==> config.mk <==
export PLATFORM = sky130hd
export DESIGN_NAME = dbus_phrase_pack
export DESIGN_NICKNAME = d
export VERILOG_FILES = /design/src/rtl/dbus_phrase_pack.sv
export SDC_FILE = /design/constraint.sdc
export NUM_CORES = 1
export LEC_CHECK = 0
export ABC_AREA = 1
export ABC_CLOCK_PERIOD_IN_PS = 2300
export BUFFER_PORTS_ARGS = -buffer_cell sky130_fd_sc_hd__buf_4
export CORE_MARGIN = 2
export CORE_UTILIZATION = 35
export CTS_CLUSTER_DIAMETER = 50
export DETAILED_ROUTE_END_ITERATION = 12
export PLACE_DENSITY_LB_ADDON = 0.05
export SETUP_SLACK_MARGIN = 0.1
export SYNTH_ARGS = -nofsm -noshare
export SYNTH_HDL_FRONTEND = slang
export SYNTH_SLANG_ARGS = --single-unit
==> constraint.sdc <==
create_clock -name sys_clk -period 2.3 [get_ports sys_clk]
set_clock_uncertainty 0.05 [all_clocks]
set_input_delay 0.46 -clock sys_clk [delete_from_list [all_inputs] [get_ports sys_clk]]
set_output_delay 0.46 -clock sys_clk [all_outputs]
set_load 0.01 [all_outputs]
==> src/rtl/dbus_phrase_pack.sv <==
// dbus_phrase_pack
// Write-phrase packer that sits after the data-bus up-shifter. It merges
// successive narrow, lane-aligned write beats into one phrase register with
// per-byte enables. It then offers each completed phrase to the write port
// over a valid/ready handshake.
//
// Ports
//   sys_clk    system clock; all state changes on the rising edge
//   resetl     asynchronous, active-low reset
//   in_valid   write beat present
//   in_ready   beat accepted when in_valid & in_ready at the clock edge
//   in_data    lane-aligned write data, lane i = bits[8i+7:8i]
//   in_ofs     first byte lane of the beat
//   in_siz     beat size: 0=1, 1=2, 2=4, 3=8 bytes
//   in_last    close the phrase after this beat
//   flush      close the current partial phrase
//   out_valid  phrase available
//   out_ready  consumer takes the phrase when out_valid & out_ready
//   out_data   packed phrase; lanes that are not enabled read as zero
//   out_be     byte enables, bit i = lane i
//   trunc      sticky flag: a beat ran past the top lane (cleared by reset only)

module dbus_phrase_pack #(
    parameter int NLANE = 8
) (
    input  logic                        sys_clk,
    input  logic                        resetl,
    input  logic                        in_valid,
    output logic                        in_ready,
    input  logic [8*NLANE-1:0]          in_data,
    input  logic [$clog2(NLANE)-1:0]    in_ofs,
    input  logic [1:0]                  in_siz,
    input  logic                        in_last,
    input  logic                        flush,
    output logic                        out_valid,
    input  logic                        out_ready,
    output logic [8*NLANE-1:0]          out_data,
    output logic [NLANE-1:0]            out_be,
    output logic                        trunc
);

    // Room for the widest beat (8 bytes) starting at the top lane.
    localparam int WIDE = NLANE + 8;

    typedef enum logic [1:0] {
        IDLE  = 2'd0,
        FILL  = 2'd1,
        DRAIN = 2'd2
    } state_t;

    state_t              state;
    state_t              state_nxt;
    logic [8*NLANE-1:0]  data;
    logic [NLANE-1:0]    be;
    logic [3:0]          lane_cnt;
    logic [WIDE-1:0]     span;
    logic [WIDE-1:0]     span_sh;
    logic [NLANE-1:0]    mask;
    logic                over;
    logic                accept;
    logic                close;

    // Beat mask. It is built wider than the phrase so that bytes falling past
    // the top lane can be detected and dropped.
    always_comb begin
        lane_cnt = 4'd1 << in_siz;
        span     = (WIDE'(1) << lane_cnt) - WIDE'(1);
        span_sh  = span << in_ofs;
        mask     = span_sh[NLANE-1:0];
        over     = |span_sh[WIDE-1:NLANE];
    end

    assign accept = in_valid & in_ready;
    assign close  = ((be | mask) == {NLANE{1'b1}}) | in_last | flush;

    // State register.
    always_ff @(posedge sys_clk or negedge resetl) begin
        if (!resetl) begin
            state <= IDLE;
        end else begin
            state <= state_nxt;
        end
    end

    // Next state. A flush with no beat closes only a partial phrase.
    // An overlapping beat simply waits until upstream closes the phrase.
    always_comb begin
        state_nxt = state;
        case (state)
            IDLE: begin
                if (accept) begin
                    state_nxt = close ? DRAIN : FILL;
                end
            end
            FILL: begin
                if (flush || (accept && close)) begin
                    state_nxt = DRAIN;
                end
            end
            DRAIN: begin
                if (out_ready) begin
                    state_nxt = IDLE;
                end
            end
            default: state_nxt = IDLE;
        endcase
    end

    // Outputs. in_ready is low for the whole drain, so a beat offered during
    // the drain handshake is taken on the following cycle at the earliest.
    always_comb begin
        out_valid = (state == DRAIN);
        in_ready  = (state != DRAIN) && ((be & mask) == '0);
    end

    // Phrase datapath. Lanes are cleared when a phrase drains, so lanes that
    // are not enabled always read back as zero.
    always_ff @(posedge sys_clk or negedge resetl) begin
        if (!resetl) begin
            data  <= '0;
            be    <= '0;
            trunc <= 1'b0;
        end else if (state == DRAIN) begin
            if (out_ready) begin
                data <= '0;
                be   <= '0;
            end
        end else if (accept) begin
            for (int i = 0; i < NLANE; i++) begin
                if (mask[i]) begin
                    data[8*i +: 8] <= in_data[8*i +: 8];
                end
            end
            be <= be | mask;
            if (over) begin
                trunc <= 1'b1;
            end
        end
    end

    assign out_data = data;
    assign out_be   = be;

endmodule

### Yosys cells after proc, flatten, opt, wreduce, memory -nomap -nowiden

Index checks and enable logic that the tools add are counted.

| storage, ports and cells | value |
|---|---|
| output and inout port bits | 75 |
| flip-flop bits (word level) | 75 |
| logic and storage cells | 73 |
| bits of input ports | 75 |

| cells by class | value |
|---|---|
| shift operators | 3 |
| add/sub/neg operators | 1 |
| mux-type cells | 19 |
| equality and inequality tests | 7 |
| bitwise gates (word level) | 6 |
| reductions and logical operators | 26 |

Operator list:

| kind | count |
|---|---|
| 64-bit two-way mux | 3 |
| 8-bit two-way mux | 11 |
| 3-bit AND reduction | 10 |
| 2-bit nonzero test | 9 |
| 1-bit by 4-bit << shifter with 16-bit output (first input constant) | 1 |
| 16-bit by 3-bit << shifter with 16-bit output | 1 |
| 16-bit by 2-bit subtractor with 16-bit output (second input constant) | 1 |
| 8-bit AND | 1 |
| 8-bit equality test (second input constant) | 1 |
| 8-bit logical NOT | 1 |
| 2-bit two-way mux | 4 |
| 8-bit bitwise OR | 1 |
| 8-bit OR reduction | 1 |
| 2-bit inequality test (second input constant) | 3 |
| 2-bit case mux with 3 select lines | 1 |
| 1-bit by 2-bit << shifter with 4-bit output (first input constant) | 1 |
| 2-bit by 1-bit equality test with 1-bit output (second input constant) | 1 |
| 2-bit equality test (second input constant) | 1 |
| 1-bit logical AND | 2 |
| 2-bit logical NOT | 1 |
| 2-bit by 1-bit inequality test with 1-bit output (second input constant) | 1 |
| 1-bit bitwise OR | 2 |
| 2-bit AND reduction | 1 |
| 1-bit AND | 1 |
| other kinds (2) | 2 |

### Longest topological paths before layout

Gate-level depths: netlist (run 1).

| depth | value |
|---|---|
| depth after elaboration | 12 |
| depth in mapped cells | 14 |
| mapped depth without buffers | 14 |

### Worst setup path before layout (run 1)

Ideal clock, no wire load.

| path | value |
|---|---|
| kind | input to register |
| start | input in_ofs[2] |
| end | register data[16], in the netlist out_data[16] |
| path buffers | 2 |
| stages | 12 |
| data required time | 2134 ps |
| setup time | 116 ps |
| data arrival time | 1584 ps |
| path slack | 550 ps |
| cells stage by stage | inv_2 -> buf_6 -> nand2_1 -> nand3_1 -> nand2_1 -> nor2_2 -> nand4_2 -> buf_12 -> nor2_8 -> nor2_8 -> nand2_2 -> nand2_1 |

| between the ends | value |
|---|---|
| longest elaborated chain between the ends | 7 |
| elaborated cells between the ends (all ways) | 8 |
| those cells by class | 1 x shift; 2 x bitwise; 5 x reduce/logical |

Ends and longest elaborated chain:

| what | RTL line | RTL |
|---|---|---|
| start, declared | 31 | `input logic [$clog2(NLANE)-1:0] in_ofs,` |
| 16-bit by 3-bit << shifter with 16-bit output (*) | 68 | `span_sh = span << in_ofs;` |
| 8-bit AND | 113 | `in_ready = (state != DRAIN) && ((be & mask) == '0);` |
| 8-bit logical NOT | 113 |  |
| 1-bit logical AND | 113 |  |
| 1-bit AND | 73 | `assign accept = in_valid & in_ready;` |
| 2-bit nonzero test (no source line) | - |  |
| 3-bit AND reduction (no source line) (*) | - |  |
| end signal, assigned by index | 131 | `data[8*i +: 8] <= in_data[8*i +: 8];` |
| end, declared | 53 | `logic [8*NLANE-1:0] data;` |

Mark *: on every way between the ends. The rest lies on a longest branch, timed or not.
A chain may end at the register's enable or synchronous reset.

### Final worst setup path (run 1)

| path | value |
|---|---|
| start | register state[0] |
| end | output in_ready |

| between the ends | value |
|---|---|
| longest elaborated chain between the ends | 2 |

Ends and longest elaborated chain:

| what | RTL line | RTL |
|---|---|---|
| start, declared | 51 | `state_t state;` |
| start signal, assigned | 81 | `state <= state_nxt;` |
| 2-bit inequality test | 113 |  |
| 1-bit logical AND | 113 |  |
| end, declared | 29 | `output logic in_ready,` |

No other way between the ends.

==> key figures, run 1 <==
Status
  • Status: finished, final reports clean

Logic synthesis
  • Synth cell types: 23
  • Most used DFF post-synth: dfrtp_1
  • Post-synth EDFFs: 0
  • Ys async rst share: 100%
  • Syn Inst Count: 415
  • Syn_area_per_cell: 8.89 sq um
  • Synth Register Bits: 75
  • Seq/Total Area, Yosys: between 50% and 60%
  • Syn Nets: between 400 and 500
  • Synthesis warning total: 0
  • Mapped Area: between 3000 and 4000 sq um

Timing
  • Achievable Freq: 494 MHz
  • Rel. slew slack: 58.2%
  • Final-report setup violation count: 0
  • RSZ-0062 raised after global routing: false
  • Final slew viol count: 0
  • Setup TNS: 0 ps
  • Hold Violations, Final: 0
  • Final period util: 88.1%
  • Worst setup margin: 275 ps
  • Actual slew at the worst max-slew pin: 626 ps
  • Clock period minus worst slack: 2030 ps

Routing
  • Vias per cell: roughly 4.4
  • Wire per inst: 12.5 microns
  • DRC viols: 0
  • Wirelength, routed: 8990 microns
  • DR pass1 iterations: 7
  • Final ANT Viol Nets: 0
  • 1st-iter DRT viols: 160
  • Vias: between 3k and 4k

Placement
  • Area post-placement: 5010 sq um
  • DP Wirelength: 6840 microns
  • Worst slack, placed: 181 ps
  • RePlAce Congestion: 0.790
  • Port bufs: 149

Floorplanning
  • Boundary pin count: 150
  • DIE WIDTH: 107 microns
  • Die Ht: ~110 microns
  • Die area: 11400 sq um
  • Row count: 37
  • Core area: 10300 sq um
  • Effective utilization at floorplan: 35.9%

Critical path
  • R2R Setup Slk: 460 ps
  • CP Data Arrival Time: 1520 ps
  • Critical Path Sink Type: primary output
  • Worst-path maximum fanout: 4
  • Worst r2r src: state[0]
  • Data required, critical path: 1790 ps
  • Cells on worst reg2reg path: 12
  • Critical path launch point type: flop
  • Setup CP Type: reg -> out
  • Worst r2r dst: out_data[43]

Cells and area
  • Area taken by multi-input logic gates: 1700 sq um
  • Register area: 1880 sq um
  • Diode count: 0
  • Layout cell share with drive strength beyond 1: 45.1%
  • Nets: 655
  • Filler Cell Count: 1023
  • Syn-to-layout area delta: 40.9%
  • Core Util, Final: 50.6%
  • Post-Layout Inst Area: 5200 sq um

Pwr
  • Maximum vdd ir drop: 0.472 mV
  • Leak pwr: 3.04 nW
  • Power Total: ~5.9 mW
  • PwrDens: 1130 nW/um^2

Clock network
  • Root Buffer: clkbuf_8
  • Bufs on Longest Clock Path: 2
  • Clk pin slew, worst setup/hold paths: 80 ps
  • CTS tree: yes
  • H-tree Lvls: 3
  • Clock sinks: 75
  • CTS Buf Count: 9
  • Worst-skew pair later-pin latency: 340 ps

GRT
  • GRT Overall Usage: between 10% and 20%
  • Gr ovfl total: 0
  • Number of global-route vias before repair: 3090
  • Largest net degree at the start of global routing: 42
  • Initial antenna violation count: 0
  • First-pass GRT wire length: 14800 microns

Hold path
  • Min-Delay Path Class: in -> async

Job
  • Max-Cap Viols: 0
## metrics by stage
stage	cells	hold WS (ps)
after floorplan	415	114
after global placement	704	405
after detailed placement	704	415
after CTS	720	22.3
after global routing	721	30.5
final	721	12.5
## cells in the mapped netlist (2+ instances only)
cell,number,area share [%]
nand4_1,2,0.34
nor2_1,7,0.71
nand2_1,190,19
nand2_2,66,11
o21ai_0,2,0.27
inv_2,4,0.41
dfrtp_1,75,51
inv_1,20,2.0
nand3_1,18,2.4
o21ai_1,2,0.27
nor2_8,17,9.2
## repair_timing
item,CTS,global route
buffers inserted,0,1
gates resized for setup,0,2
hold buffers,0,0
endpoints found under the setup margin,0,1
## power by group
part           total [mW]  switching, mW  internal (mW)
clock network       0.918          0.469          0.449
registers            2.25          0.408           1.84
logic                2.70           1.42           1.27
total                5.86           2.30           3.56
## layout make-up
type	instances	area share, %
flip-flops and latches	75	36.1
multi-input cells	313	32.6
repair buffers	157	22.9
well taps	136	3.27
clock buffers	14	3.13
inverters	24	1.73
clock inverters	2	0.193
## metal layers
layer  GRT usage (%)  up-vias  part of all wire (%)
li1                -     1606                     -
met1            20.7     1432                    43
met2            27.6       96                    50
met3            4.62        9                   6.2
met4            5.84        0                  0.99
met5               0        -                     0
## placed cells by master, fill, tap and decap left out
cell / instances
nand2_1: 190
buf_4: 156
dfrtp_1: 75
nand2_2: 65
inv_1: 20
nand3_1: 17
nor2_8: 17
clkbuf_8: 11
nor2_1: 7
inv_2: 4
clkbuf_1: 3
o21ai_1: 2
o21ai_0: 2
nand3_2: 2
nand4_1: 2
clkinv_2: 2
nand2_4: 1
nor2_2: 1
nand4_2: 1
a21oi_1: 1
nor3_1: 1
or2_2: 1
a31o_2: 1
nor2_4: 1
and2_1: 1
buf_12: 1
## cells by family after synthesis
group / Yosys count / share of synthesized area [%]
buffers and inverters: 27 / 3.42
DFF: 75 / 50.9
and+or+nand+nor: 307 / 44.8
AOI/OAI and AO/OA: 6 / 0.915
## sequential cells by signal, summed over array words and instances, names as in the netlist
| name | flops |
|---|---|
| state | 2 |
| out_be | 8 |
| trunc | 1 |
| out_data | 64 |
## worst max-delay path: stages, from the launching register on
cell and delay, ps:
dfrtp_1 350, inv_1 90, nand2_4 110, nand2_1 60, inv_1 50, nand2_1 60
nor2_2 150, nand3_2 110, inv_1 70, buf_4 110
## how the worst max path moves through the flow
stage,start,to,slack [ps],cells after the start
after floorplan,in_ofs[2],out_data[16],550,12
after global placement,in_ofs[2],out_data[46],220,12
after detailed placement,in_ofs[2],out_data[43],180,12
after CTS,state[1],in_ready,160,8
after global routing,state[0],in_ready,110,9
final,state[0],in_ready,270,9
Power figures use the tool's default switching activity.
==> run 2, diff against run 1 <==
--- a/config.mk
+++ b/config.mk
@@ -12,6 +12,8 @@
 export CORE_UTILIZATION = 35
 export CTS_CLUSTER_DIAMETER = 50
 export DETAILED_ROUTE_END_ITERATION = 12
+export GPL_TIMING_DRIVEN = 0
+export HOLD_SLACK_MARGIN = 0.08
 export PLACE_DENSITY_LB_ADDON = 0.05
 export SETUP_SLACK_MARGIN = 0.1
 export SYNTH_ARGS = -nofsm -noshare
==> key figures, run 2 (synthesized netlist as in run 1, its figures left out) <==
Floorplanning
  • Boundary pin count: 150
  • Row count: 37
  • Core area: 10300 sq um
  • DIE WIDTH: 107 microns
  • Die area: 11400 sq um
  • Effective utilization at floorplan: 35.9%
  • Die Ht: 107 microns

GRT
  • GRT Overall Usage: roughly 16%
  • Gr ovfl total: 0
  • Largest net degree at the start of global routing: 76
  • First-pass GRT wire length: around 14000 microns
  • Initial antenna violation count: 0
  • Number of global-route vias before repair: 3046

Routing
  • Vias per cell: around 4.4
  • DRC viols: 0
  • Met2 Routed Length: between 4000 and 5000 microns
  • Routed wire length on met3: roughly 540 microns
  • DR pass1 iterations: 4
  • Vias: 3121
  • WL met1: 3710 microns
  • 1st-iter DRT viols: 150
  • Wirelength, routed: 8690 microns
  • Wire per inst: about 12 microns
  • Highest Signal Layer: met4
  • Final ANT Viol Nets: 0

Timing
  • Clock period minus worst slack: 2010 ps
  • Achievable Freq: about 500 MHz
  • RSZ-0062 raised after global routing: false
  • Setup TNS: 0 ps
  • Final-report setup violation count: 0
  • Rel. slew slack: about 37%
  • Final slew viol count: 0
  • Actual slew at the worst max-slew pin: 950 ps
  • Final period util: between 80 and 90%
  • Hold Violations, Final: 0

Cells and area
  • Commonest non-fill, non-tap cell in the layout: nand2_1
  • Layout cell share with drive strength beyond 1: 44.8%
  • Commonest non-fill, non-tap cells in the layout: nand2_1, buf_4, dfrtp_1
  • Nets: 650
  • Syn-to-layout area delta: 41.2%
  • Diode count: 0
  • Max reg flops: 64

Pwr
  • Power Total: ~6 mW
  • Leak pwr: 3.04 nW
  • Maximum vdd ir drop: 0.436 mV
  • PwrDens: 1170 nW/um^2

Clock network
  • Clk pin slew, worst setup/hold paths: 80 ps
  • Clock sinks: 75
  • CTS tree: yes
  • CTS Buf Count: 9
  • Bufs on Longest Clock Path: 2
  • Worst-skew pair later-pin latency: roughly 340 ps
  • Root Buffer: clkbuf_8
  • H-tree Lvls: 3

Hold path
  • Min-Delay Path Class: in -> async

Critical path
  • Setup CP Type: reg -> out
  • Data required, critical path: 1790 ps
  • Worst r2r src: state[1]
  • Cells on worst reg2reg path: 11
  • R2R Setup Slk: between 500 and 600 ps
  • Critical path launch point type: flop
  • Critical Path Sink Type: primary output
  • Worst-path maximum fanout: 4
  • CP Data Arrival Time: 1500 ps
  • Worst r2r dst: out_be[6]

Placement
  • DP Wirelength: 6440 microns
  • RePlAce Congestion: about 0.77
  • Port bufs: approximately 150

Job
  • Max-Cap Viols: 0

Status
  • Status: finished, final reports clean
run 2: what timing repair did:
action | CTS | global route
setup buffers | 0 | 0
endpoints found under the setup margin | 0 | 1
hold buffers | 0 | 0
resized for setup | 0 | 1
run 2: worst max-delay path by stage:
stage               from      endpoint  slack [ps]  depth (start not counted)
2_1_floorplan  in_ofs[2]  out_data[16]         550                         12
3_3_place_gp   in_ofs[2]     out_be[2]         190                         13
3_5_place_dp   in_ofs[2]     out_be[6]         190                         13
4_1_cts         state[1]      in_ready         220                          8
5_1_grt         state[0]      in_ready         120                          9
6_report        state[1]      in_ready         290                          8
run 2: metal layers:
metal	global-route usage, %	vias up
li1	-	1595
met1	19.8	1429
met2	27.3	89
met3	4.26	8
met4	4.27	0
met5	0	-
run 2: final cells by class:
| cell class | count | area (sq um) |
|---|---|---|
| fillers | 1062 | 5070 |
| flip-flops and latches | 75 | 1880 |
| multi-input cells | 313 | 1690 |
| repair buffers | 149 | 1120 |
| well taps | 136 | 170 |
| clock buffers | 9 | 124 |
| clock inverters | 5 | 104 |
| inverters | 24 | 90.1 |
| plain buffers | 3 | 36.3 |
run 2: where the power goes:
part / switching [mW] / total, mW / internal, mW
registers: 0.399 / 2.24 / 1.84
logic: 1.42 / 2.68 / 1.26
clock network: 0.475 / 1.18 / 0.709
run 2: metrics by stage:
stage | util [%] | hold WS, ps | instance area, sq um | worst slack (ps) | cells
after floorplan | - | 114 | 3690 | 550 | 415
after global placement | 48.4 | 412 | 4980 | 189 | 700
after detailed placement | 48.4 | 410 | 4980 | 188 | 700
after CTS | 50.7 | 243 | 5210 | 222 | 714
after global routing | 50.7 | 240 | 5210 | 116 | 714
final | 50.7 | 192 | 5210 | 295 | 714
run 2: worst max-delay path: stages (launching register included):
cell and delay [ps]:
dfrtp_1 430, nand2_4 140, nand2_1 60, inv_1 40, nand2_1 50, nor2_2 130
nand3_1 110, inv_1 70, buf_4 120
==> run 3, diff against run 2 <==
--- a/config.mk
+++ b/config.mk
@@ -9,7 +9,7 @@
 export ABC_CLOCK_PERIOD_IN_PS = 2300
 export BUFFER_PORTS_ARGS = -buffer_cell sky130_fd_sc_hd__buf_4
 export CORE_MARGIN = 2
-export CORE_UTILIZATION = 35
+export CORE_UTILIZATION = 48
 export CTS_CLUSTER_DIAMETER = 50
 export DETAILED_ROUTE_END_ITERATION = 12
 export GPL_TIMING_DRIVEN = 0
==> key figures, run 3 (synthesized netlist as in run 1, its figures left out) <==
Status
  • Status: finished, final reports clean

Timing
  • Achievable Freq: 495 MHz
  • Hold Violations, Final: 0
  • Final slew viol count: 0
  • Setup TNS: 0 ps
  • Final period util: 87.9%
  • Rel. slew slack: 38.0%
  • RSZ-0062 raised after global routing: false
  • Clock period minus worst slack: around 2000 ps
  • Final-report setup violation count: 0
  • Worst setup margin: about 280 ps
  • Actual slew at the worst max-slew pin: 930 ps

Routing
  • Wirelength, routed: approximately 8000 microns
  • Vias per cell: 4.57
  • DRC viols: 0
  • Final ANT Viol Nets: 0
  • 1st-iter DRT viols: between 70 and 80
  • DR pass1 iterations: 4
  • Vias: 3101
  • Wire per inst: 11.8 microns

Placement
  • DP Wirelength: 5890 microns
  • RePlAce Congestion: 0.869
  • Area post-placement: between 4000 and 5000 sq um
  • Port bufs: 149
  • Worst slack, placed: 213 ps

Floorplanning
  • Effective utilization at floorplan: 50.3%
  • Core area: 7330 sq um
  • DIE WIDTH: 91.7 microns
  • Die Ht: between 90 and 100 microns
  • Die area: around 8400 sq um
  • Row count: 31
  • Boundary pin count: 150

Clock network
  • # hold bufs at CTS: 0
  • Clk pin slew, worst setup/hold paths: around 80 ps
  • H-tree Lvls: 3
  • Worst-skew pair later-pin latency: 330 ps
  • Bufs on Longest Clock Path: 2
  • Clock sinks: 75
  • Root Buffer: clkbuf_8
  • CTS Buf Count: 9
  • CTS tree: yes

Cells and area
  • Filler Cell Count: around 590
  • Nets: 650
  • Diode count: 0
  • Max reg flops: 64
  • Post-Layout Inst Area: 5160 sq um
  • Commonest non-fill, non-tap cell in the layout: nand2_1
  • Commonest non-fill, non-tap cells in the layout: nand2_1, buf_4, dfrtp_1
  • Layout cell share with drive strength beyond 1: 44.8%
  • Syn-to-layout area delta: 40.0%

GRT
  • GRT Overall Usage: 20.6%
  • Largest net degree at the start of global routing: 76
  • Initial antenna violation count: 0
  • Gr ovfl total: 0
  • Number of global-route vias before repair: between 3k and 4k
  • First-pass GRT wire length: 14100 microns

Critical path
  • Critical path launch point type: flop
  • Critical Path Sink Type: primary output
  • Worst-path maximum fanout: 4
  • CP Data Arrival Time: 1510 ps
  • Setup CP Type: reg -> out
  • Data required, critical path: 1790 ps

Pwr
  • PwrDens: between 1000 and 1500 nW/um^2
  • Leak pwr: 3.03 nW
  • Maximum vdd ir drop: 0.844 mV

Hold path
  • Min-Delay Path Class: in -> async

Job
  • Max-Cap Viols: 0
==> run 3: cell type report <==
type                    instances  area [sq um]  area share [%]
clock inverters                 4          72.6            1.41
repair buffers                149          1120            21.7
multi-input cells             313          1690            32.8
inverters                      24          90.1            1.74
flip-flops and latches         75          1880            36.3
clock buffers                  12           155            3.00
plain buffers                   3          36.3           0.703
well taps                      99           124            2.40
==> run 3: path summary, 6_finish.rpt <==
path / startpoint / end / slack, ps / cells after the start
worst max-delay path: state[0] / in_ready / 280 / 9
worst min-delay path: resetl / out_data[57] / 220 / 1
worst max register to register: state[0] / out_be[5] / 470 / 12
worst min register to register: trunc / trunc / 420 / 1
max in group asynchronous: resetl / out_data[35] / 1390 / 1
min in group sys_clk: in_data[30] / out_data[30] / 270 / 3
==> run 3: metrics by stage <==
| step | cells | power [mW] | util (%) | hold slack [ps] |
|---|---|---|---|---|
| after global placement | 663 | 4.90 | 67.3 | 410 |
| after detailed placement | 663 | 4.96 | 67.3 | 408 |
| after floorplan | 415 | 3.73 | - | 114 |
| final | 679 | 6.04 | 70.5 | 217 |
| after CTS | 679 | 6.12 | 70.4 | 244 |
| after global routing | 679 | 6.49 | 70.5 | 253 |
==> run 3: repair_timing <==
action,4_1_cts,5_1_grt
endpoints found under the setup margin,0,1
gates resized for setup,0,1
setup buffers,0,0
==> run 3: critical path, cell delays in order, from the launching register on <==
cell	delay, ps
dfrtp_1	370
inv_1	90
nand2_4	120
nand2_1	70
inv_1	50
nand2_1	60
nor2_2	130
nand3_1	120
inv_1	60
buf_4	120
==> run 3: layer usage <==
metal  global-route usage [%]  share of wire [%]  vias up
li1                         -                  -     1596
met1                     26.5                 45     1407
met2                     34.6                 48       90
met3                     4.68                6.2        8
met4                     6.44                1.0        0
met5                        0                  0        -
==> run 3: power breakdown <==
group / total (mW) / internal (mW) / switching (mW)
combinational: 2.66 / 1.25 / 1.41
clock: 1.14 / 0.670 / 0.472
sequential: 2.24 / 1.84 / 0.400
total: 6.04 / 3.76 / 2.28
